## src/rtl/sim_run_ctrl_if.sv

```systemverilog
// Core-side io write bus seen by the run controller: one-cycle write strobe,
// full-width address and the low data byte.
interface sim_run_ctrl_if #(
    parameter int ADDR_WIDTH = 32
);
    logic                  io_wr;
    logic [ADDR_WIDTH-1:0] io_addr;
    logic [7:0]            io_data;

    modport master (
        output io_wr,
        output io_addr,
        output io_data
    );

    modport slave (
        input io_wr,
        input io_addr,
        input io_data
    );
endinterface

```

## src/rtl/sim_run_ctrl.sv

```systemverilog
// Run controller: stretches reset into core reset, counts run cycles and UART writes,
// ends the run on a halt write or watchdog. SIM_RUN_TRACE_EN adds simulation-only trace/$finish.
//
//  state     | meaning
//  ----------+-----------------------------------------------------------
//  HOLD      | core held in reset while the hold counter runs
//  RUN       | core released, cycle/tx counters active, halt/watchdog armed
//  HALTED    | program wrote the halt address; terminal until rst
//  TIMED_OUT | watchdog expired; terminal until rst
module sim_run_ctrl #(
    parameter int                    RST_CYCLES = 25,
    parameter int                    CNT_WIDTH  = 32,
    parameter int                    TIMEOUT    = 0,
    parameter int                    ADDR_WIDTH = 32,
    parameter logic [ADDR_WIDTH-1:0] HALT_ADDR  = 'h30004,
    parameter logic [ADDR_WIDTH-1:0] UART_ADDR  = 'h30000
) (
    input  logic                 clk,
    input  logic                 rst,
    sim_run_ctrl_if.slave        io,
    output logic                 core_rst_o,
    output logic                 running_o,
    output logic                 done_o,
    output logic                 timeout_o,
    output logic [7:0]           exit_code_o,
    output logic [CNT_WIDTH-1:0] cycle_cnt_o,
    output logic [CNT_WIDTH-1:0] tx_cnt_o,
    output logic [1:0]           state_o
);

    typedef enum logic [1:0] {
        HOLD      = 2'd0,
        RUN       = 2'd1,
        HALTED    = 2'd2,
        TIMED_OUT = 2'd3
    } state_t;

    localparam int RST_MAX = (RST_CYCLES < 1) ? 1 : RST_CYCLES;
    localparam int HOLD_W  = $clog2(RST_MAX + 1);
    localparam logic [HOLD_W-1:0] HOLD_LAST = HOLD_W'(RST_MAX - 1);

    // A limit that cannot be represented in CNT_WIDTH can never be reached, so it disables the watchdog.
    localparam bit WDOG_EN = (TIMEOUT > 0) && ((64'(TIMEOUT) >> CNT_WIDTH) == 64'd0);
    localparam logic [CNT_WIDTH-1:0] TIMEOUT_VAL = CNT_WIDTH'(TIMEOUT);

    state_t                 state_q, state_d;
    logic [HOLD_W-1:0]      hold_q, hold_d;
    logic                   core_rst_q, core_rst_d;
    logic                   running_q, running_d;
    logic                   done_q, done_d;
    logic                   timeout_q, timeout_d;
    logic [7:0]             exit_q, exit_d;
    logic [CNT_WIDTH-1:0]   cycle_q, cycle_d;
    logic [CNT_WIDTH-1:0]   tx_q, tx_d;

    logic                   wr_halt;
    logic                   wr_uart;
    logic [CNT_WIDTH-1:0]   cycle_inc;
    logic [CNT_WIDTH-1:0]   tx_inc;

    assign wr_halt   = io.io_wr && (io.io_addr == HALT_ADDR);
    assign wr_uart   = io.io_wr && (io.io_addr == UART_ADDR);
    assign cycle_inc = (cycle_q == '1) ? cycle_q : cycle_q + CNT_WIDTH'(1);
    assign tx_inc    = (tx_q == '1) ? tx_q : tx_q + CNT_WIDTH'(1);

    always_ff @(posedge clk) begin
        if (rst) begin
            state_q    <= HOLD;
            hold_q     <= '0;
            core_rst_q <= 1'b1;
            running_q  <= 1'b0;
            done_q     <= 1'b0;
            timeout_q  <= 1'b0;
            exit_q     <= 8'h00;
            cycle_q    <= '0;
            tx_q       <= '0;
        end else begin
            state_q    <= state_d;
            hold_q     <= hold_d;
            core_rst_q <= core_rst_d;
            running_q  <= running_d;
            done_q     <= done_d;
            timeout_q  <= timeout_d;
            exit_q     <= exit_d;
            cycle_q    <= cycle_d;
            tx_q       <= tx_d;
        end
    end

    always_comb begin
        state_d    = state_q;
        hold_d     = hold_q;
        core_rst_d = core_rst_q;
        running_d  = running_q;
        done_d     = done_q;
        timeout_d  = timeout_q;
        exit_d     = exit_q;
        cycle_d    = cycle_q;
        tx_d       = tx_q;

        case (state_q)
            HOLD: begin
                core_rst_d = 1'b1;
                running_d  = 1'b0;
                hold_d     = hold_q + HOLD_W'(1);
                if (hold_q == HOLD_LAST) begin
                    state_d    = RUN;
                    core_rst_d = 1'b0;
                    running_d  = 1'b1;
                end
            end

            RUN: begin
                cycle_d = cycle_inc;
                if (wr_uart) begin
                    tx_d = tx_inc;
                end
                // Halt is checked first so a halt on the watchdog edge leaves timeout clear.
                if (wr_halt) begin
                    state_d    = HALTED;
                    exit_d     = io.io_data;
                    done_d     = 1'b1;
                    running_d  = 1'b0;
                    core_rst_d = 1'b1;
                end else if (WDOG_EN && (cycle_inc == TIMEOUT_VAL)) begin
                    state_d    = TIMED_OUT;
                    timeout_d  = 1'b1;
                    exit_d     = 8'hFF;
                    done_d     = 1'b1;
                    running_d  = 1'b0;
                    core_rst_d = 1'b1;
                end
            end

            default: begin
                core_rst_d = 1'b1;
                running_d  = 1'b0;
            end
        endcase
    end

    assign core_rst_o  = core_rst_q;
    assign running_o   = running_q;
    assign done_o      = done_q;
    assign timeout_o   = timeout_q;
    assign exit_code_o = exit_q;
    assign cycle_cnt_o = cycle_q;
    assign tx_cnt_o    = tx_q;
    assign state_o     = state_q;

`ifdef SIM_RUN_TRACE_EN
    logic done_prev_q;

    always @(posedge clk) begin
        if (!rst && (state_q == RUN) && (state_d == HALTED)) begin
            $display("[%0t] sim_run_ctrl: halted cycles=%0d tx=%0d exit=0x%02h",
                     $time, cycle_d, tx_d, exit_d);
        end
        if (!rst && (state_q == RUN) && (state_d == TIMED_OUT)) begin
            $display("[%0t] sim_run_ctrl: watchdog timeout at cycle %0d", $time, cycle_d);
        end
        if (!rst && done_q && !done_prev_q) begin
            $finish;
        end
        done_prev_q <= rst ? 1'b0 : done_q;
    end
`else
    // Synthesis build: no trace hooks, outputs are identical.
`endif

endmodule

```

## src/flat_wrapper.sv

```systemverilog
// flat-port wrapper written by rule: the top's interface ports become plain ports
module sim_run_ctrl_flat 
#(
    parameter int                    RST_CYCLES = 25,
    parameter int                    CNT_WIDTH  = 32,
    parameter int                    TIMEOUT    = 0,
    parameter int                    ADDR_WIDTH = 32,
    parameter logic [ADDR_WIDTH-1:0] HALT_ADDR  = 'h30004,
    parameter logic [ADDR_WIDTH-1:0] UART_ADDR  = 'h30000
)
  (clk, rst, core_rst_o, running_o, done_o, timeout_o, exit_code_o, cycle_cnt_o, tx_cnt_o, state_o, io_io_wr, io_io_addr, io_io_data);
  sim_run_ctrl_if #(.ADDR_WIDTH(ADDR_WIDTH)) io_i ();
  input  logic clk;
  input  logic rst;
  output logic core_rst_o;
  output logic running_o;
  output logic done_o;
  output logic timeout_o;
  output logic [7:0] exit_code_o;
  output logic [CNT_WIDTH-1:0] cycle_cnt_o;
  output logic [CNT_WIDTH-1:0] tx_cnt_o;
  output logic [1:0] state_o;
  input wire logic [$bits(io_i.io_wr)-1:0] io_io_wr;
  input wire logic [$bits(io_i.io_addr)-1:0] io_io_addr;
  input wire logic [$bits(io_i.io_data)-1:0] io_io_data;
  assign io_i.io_wr = io_io_wr;
  assign io_i.io_addr = io_io_addr;
  assign io_i.io_data = io_io_data;
  sim_run_ctrl #(.RST_CYCLES(RST_CYCLES), .CNT_WIDTH(CNT_WIDTH), .TIMEOUT(TIMEOUT), .ADDR_WIDTH(ADDR_WIDTH), .HALT_ADDR(HALT_ADDR), .UART_ADDR(UART_ADDR)) u_core (.clk(clk), .rst(rst), .io(io_i), .core_rst_o(core_rst_o), .running_o(running_o), .done_o(done_o), .timeout_o(timeout_o), .exit_code_o(exit_code_o), .cycle_cnt_o(cycle_cnt_o), .tx_cnt_o(tx_cnt_o), .state_o(state_o));
endmodule
```

## config.mk

```make
export PLATFORM = sky130hd
export DESIGN_NAME = sim_run_ctrl_flat
export DESIGN_NICKNAME = d
export VERILOG_FILES = /design/src/rtl/sim_run_ctrl_if.sv /design/src/rtl/sim_run_ctrl.sv /design/src/flat_wrapper.sv
export SDC_FILE = /design/constraint.sdc
export NUM_CORES = 1
export LEC_CHECK = 0
export ABC_AREA = 1
export CAP_MARGIN = 20
export CORE_MARGIN = 1
export CORE_UTILIZATION = 50
export DETAILED_ROUTE_END_ITERATION = 16
export GPL_TIMING_DRIVEN = 0
export PLACE_DENSITY = 0.82
export SKIP_CTS_REPAIR_TIMING = 1
export SYNTH_ARGS = -nofsm -noshare
export SYNTH_HDL_FRONTEND = slang
export SYNTH_SLANG_ARGS = --single-unit
```

## constraint.sdc

```tcl
create_clock -name clk -period 3.1 [get_ports clk]
set_input_delay 0.31 -clock clk [delete_from_list [all_inputs] [get_ports clk]]
set_output_delay 0.31 -clock clk [all_outputs]
set_load 0.02 [all_outputs]
```

==> metrics.csv <==
stage;metric;value;unit
final_layout;Fillers;903;
global_routing;GRT Util Overall;27.6;%
pwr;Max VDD drop;0.000156;V
pwr;Sw Pwr;0.455;mW
final_layout;most common cell after layout, fill and taps aside;nand2_1;
final_layout;most frequent cells in the layout;nand2_1 (243), nor2_1 (207), clkdlybuf4s50_1 (118), dfxtp_1 (82), inv_1 (58);
pwr;Seq pwr share;54.4;%
route;Detailed Route WL;13.9;mm
run_status;outcome;finished clean;
hold_path;hold path depth;4;
pwr;Comb pwr share;6.0;%
sta;post-route clock period utilization;64.2;%
yosys;Compound-Gate Fraction of Synth Area;8.39;%
pwr;Internal Power;1.49;mW
pwr;Pleak;2.32;nW
setup_path;crit path cell chain;ha_1 -> nand3_1 -> inv_2 -> nand2_2 -> nor2_8 -> a21oi_2 -> buf_2 -> nand3_1 -> nand2_1 -> nor2_1;
final_layout;area grow syn2layout;30.2;%
yosys;Mapped Area;5090;sq um
pwr;Switching Share;23.4;%
global_routing;first-pass GRT wire length;22.9;mm
setup_path;Crit path largest cell delay;350;ps
final_layout;ANT cells;0;
sta;Rel. slew slack;60.9;%
pwr;Clk pwr share;39.6;%
yosys;largest family of logic cells by synthesized area;simple AND/OR/NAND/NOR gates;
setup_path;Crit path depth;10;
hold_path;hold worst-path end;u_core.hold_q[3];
yosys;Post-synth EDFFs;0;
yosys;Post-Synth Simple-Gate Area;46.5;%
clock_network;Clock Latency Late Sink;360;ps
yosys;Post-Syn Instances;833;
setup_path;nature of the critical path endpoint;register;
setup_path;most frequent cell on the critical path;nand3_1;
sta;WHS;403;ps
yosys;area share of the largest cell type after synthesis;32.3;%
route;drt drc;0;
final_layout;final core occ;67.4;%
sta;Fin Setup TNS;0;ps
pwr;pwr/cell area;294;nW/um^2
clock_network;clock-pin slew on the worst setup and hold paths;80;ps
floorplanning;DIE AREA;10600;sq um
yosys;Synth Area in Adders;0.984;%
sta;Final Setup Violations;0;
yosys;syn_nets;880;
sta;RSZ-0062 raised after global routing;false;
yosys;yosys warns;0;
sta;final hold vios;0;
route;drt initial violations;246;
global_routing;grt peak-use layer;met2;
route;drt pass-1 iters;5;
final_layout;nets@finish;1009;
floorplanning;core area;9820;sq um
setup_path;CP delay by family, top;simple AND/OR/NAND/NOR gates;
setup_path;CP Buf/Inv Count;2;
sta;crit path time final;1990;ps
yosys;flops & latches, synth;82;
floorplanning;effective utilization at floorplan;51.8;%
setup_path;critical path class;reg -> reg;
run;max_cap viols;0;
clock_network;Clock Path Buffers;2;
sta;Setup WS post-layout;1110;ps
global_routing;vias in the first global route;4889;
setup_path;r2r worst-path depth;10;
yosys;Seq/Total Area, Yosys;32.3;%
floorplanning;site row count;36;
sta;slew at the pin closest to its max-slew limit;587;ps
route;Via density;5.10;
sta;Clock Skews;8.13;ps
clock_network;CTS Buf Count;9;
global_routing;largest net degree at the start of global routing;14;
yosys;Post-synth ARST share;0;%
place;routability cong.;0.921;
setup_path;crit-path max FO;10;
setup_path;Worst EP required;3330;ps
setup_path;Reg-to-Reg End;u_core.cycle_cnt_o[20];
yosys;Yosys cell types;32;
route;routed via count;5609;
final_layout;share of post-route cells with drive strength above 1;7.03;%
floorplanning;Die Height;103;um
clock_network;clock sinks;82;
place;worst slack at placement;926;ps
route;mean routed wirelength per cell;12.7;um
hold_path;worst hold path class;in -> reg;
setup_path;Critical Path Start Type;register;
yosys;XOR/XNOR share of the synthesized area;4.13;%
yosys;mux share of post-synthesis cell area;0;%
setup_path;Crit Reg-Reg Startpoint;u_core.cycle_cnt_o[0];
setup_path;slowest CP cell;dfxtp_1;
sta;Peak Freq;0.503;GHz
sta;Max Transition Viols Final;0;
global_routing;initial antenna violation count;0;
hold_path;hold_sp;rst;
floorplanning;die width;103;um
global_routing;M2 GR Usage;47.0;%
setup_path;Worst EP arrival;2220;ps
yosys;ranking of synthesized cells by area;dfxtp_1 (32%), nand2_1 (18%), nor2_1 (15%), inv_1 (4.3%), nand3_1 (3.9%);
route;antenna-violating nets left;0;
yosys;synthesized area per cell;6.11;sq um
global_routing;met3 Track Usage GR;3.86;%
global_routing;GRT overflow;0;
yosys;cell taking the most area after synthesis;dfxtp_1;
clock_network;TritonCTS clock tree;done;
place;post-DP HPWL;10.7;mm
clock_network;root cell of the clock tree;clkbuf_8;
clock_network;H-tree depth;3;
floorplanning;I/O pin cnt;121;
place;number of port buffers;118;
yosys;Synth Flop Type;dfxtp_1;
setup_path;worst reg2reg setup slack;1110;ps
global_routing;grt met1 use;35.3;%
[cell usage after synthesis, types with 8 or more instances]
master	number
nand2_1	243
nand4_1	29
a21oi_2	8
xor2_1	15
nand3_1	40
nor2_2	9
xnor2_1	9
a21oi_1	39
dfxtp_1	82
inv_1	58
o21ai_0	31
nor2_1	207
[registers in the layout (all words and copies together) (netlist names)]
| name | flops |
|---|---|
| u_core.core_rst_o | 1 |
| u_core.cycle_cnt_o | 32 |
| u_core.tx_cnt_o | 32 |
| u_core.state_o | 2 |
| u_core.hold_q | 5 |
| u_core.exit_code_o | 8 |
| u_core.running_o | 1 |
| u_core.done_o | 1 |
[metrics by stage]
stage,power (mW),cells,instance area (sq um)
3_5_place_dp,1.20,1084,6430
3_3_place_gp,1.20,1084,6430
6_report,1.94,1100,6620
4_1_cts,1.95,1100,6620
2_1_floorplan,1.13,833,5090
5_1_grt,2.03,1100,6620
[area by class of cell]
type,count,area (sq um),area share [%]
Buffer,25,159,2.40
Clock buffer,11,131,1.98
Clock inverter,5,55.1,0.831
Inverter,61,231,3.50
Multi-Input combinational cell,665,3060,46.1
Sequential cell,82,1640,24.8
Tap cell,133,166,2.51
Timing Repair Buffer,118,1180,17.8
[kinds of logic (layout without fill, tap and decap cells)]
kind of cell | Yosys count | in the layout
AND/OR/NAND/NOR | 557 | 557
other | 1 | 1
flip-flops | 82 | 82
buffers and inverters | 86 | 220
adder cells (fa/ha/maj) | 4 | 4
XOR/XNOR | 24 | 24
AO/OA/AOI/OAI | 79 | 79
[worst max path at each step]
stage | start | to
2_1_floorplan | u_core.cycle_cnt_o[0] | u_core.cycle_cnt_o[21]
5_1_grt | u_core.cycle_cnt_o[0] | u_core.cycle_cnt_o[20]
4_1_cts | u_core.cycle_cnt_o[0] | u_core.cycle_cnt_o[20]
3_3_place_gp | io_io_addr[20] | u_core.tx_cnt_o[13]
6_report | u_core.cycle_cnt_o[0] | u_core.cycle_cnt_o[20]
3_5_place_dp | io_io_addr[20] | u_core.tx_cnt_o[8]
[worst min-delay path, delay by kind of cell]
| kind | cells | cell delay (ps) |
|---|---|---|
| AOI/OAI and AO/OA | 2 | 130 |
| buffers and inverters | 2 | 280 |
[metal layers]
metal  routed length [um]  up-vias
li1                     -     2902
met5                    0        -
met2                 6750      163
met1                 6220     2510
met3                  655       34
met4                  314        0
[power groups by stage]
stage,clock (mW),sequential [mW],combinational [mW]
final,0.770,1.06,0.116
after global routing,0.838,1.06,0.129
after CTS,0.781,1.06,0.116
after detailed placement,0,1.08,0.116
after global placement,0,1.08,0.114
after floorplan,0,1.08,0.0469
No activity file was read; power rests on OpenSTA's default activity.
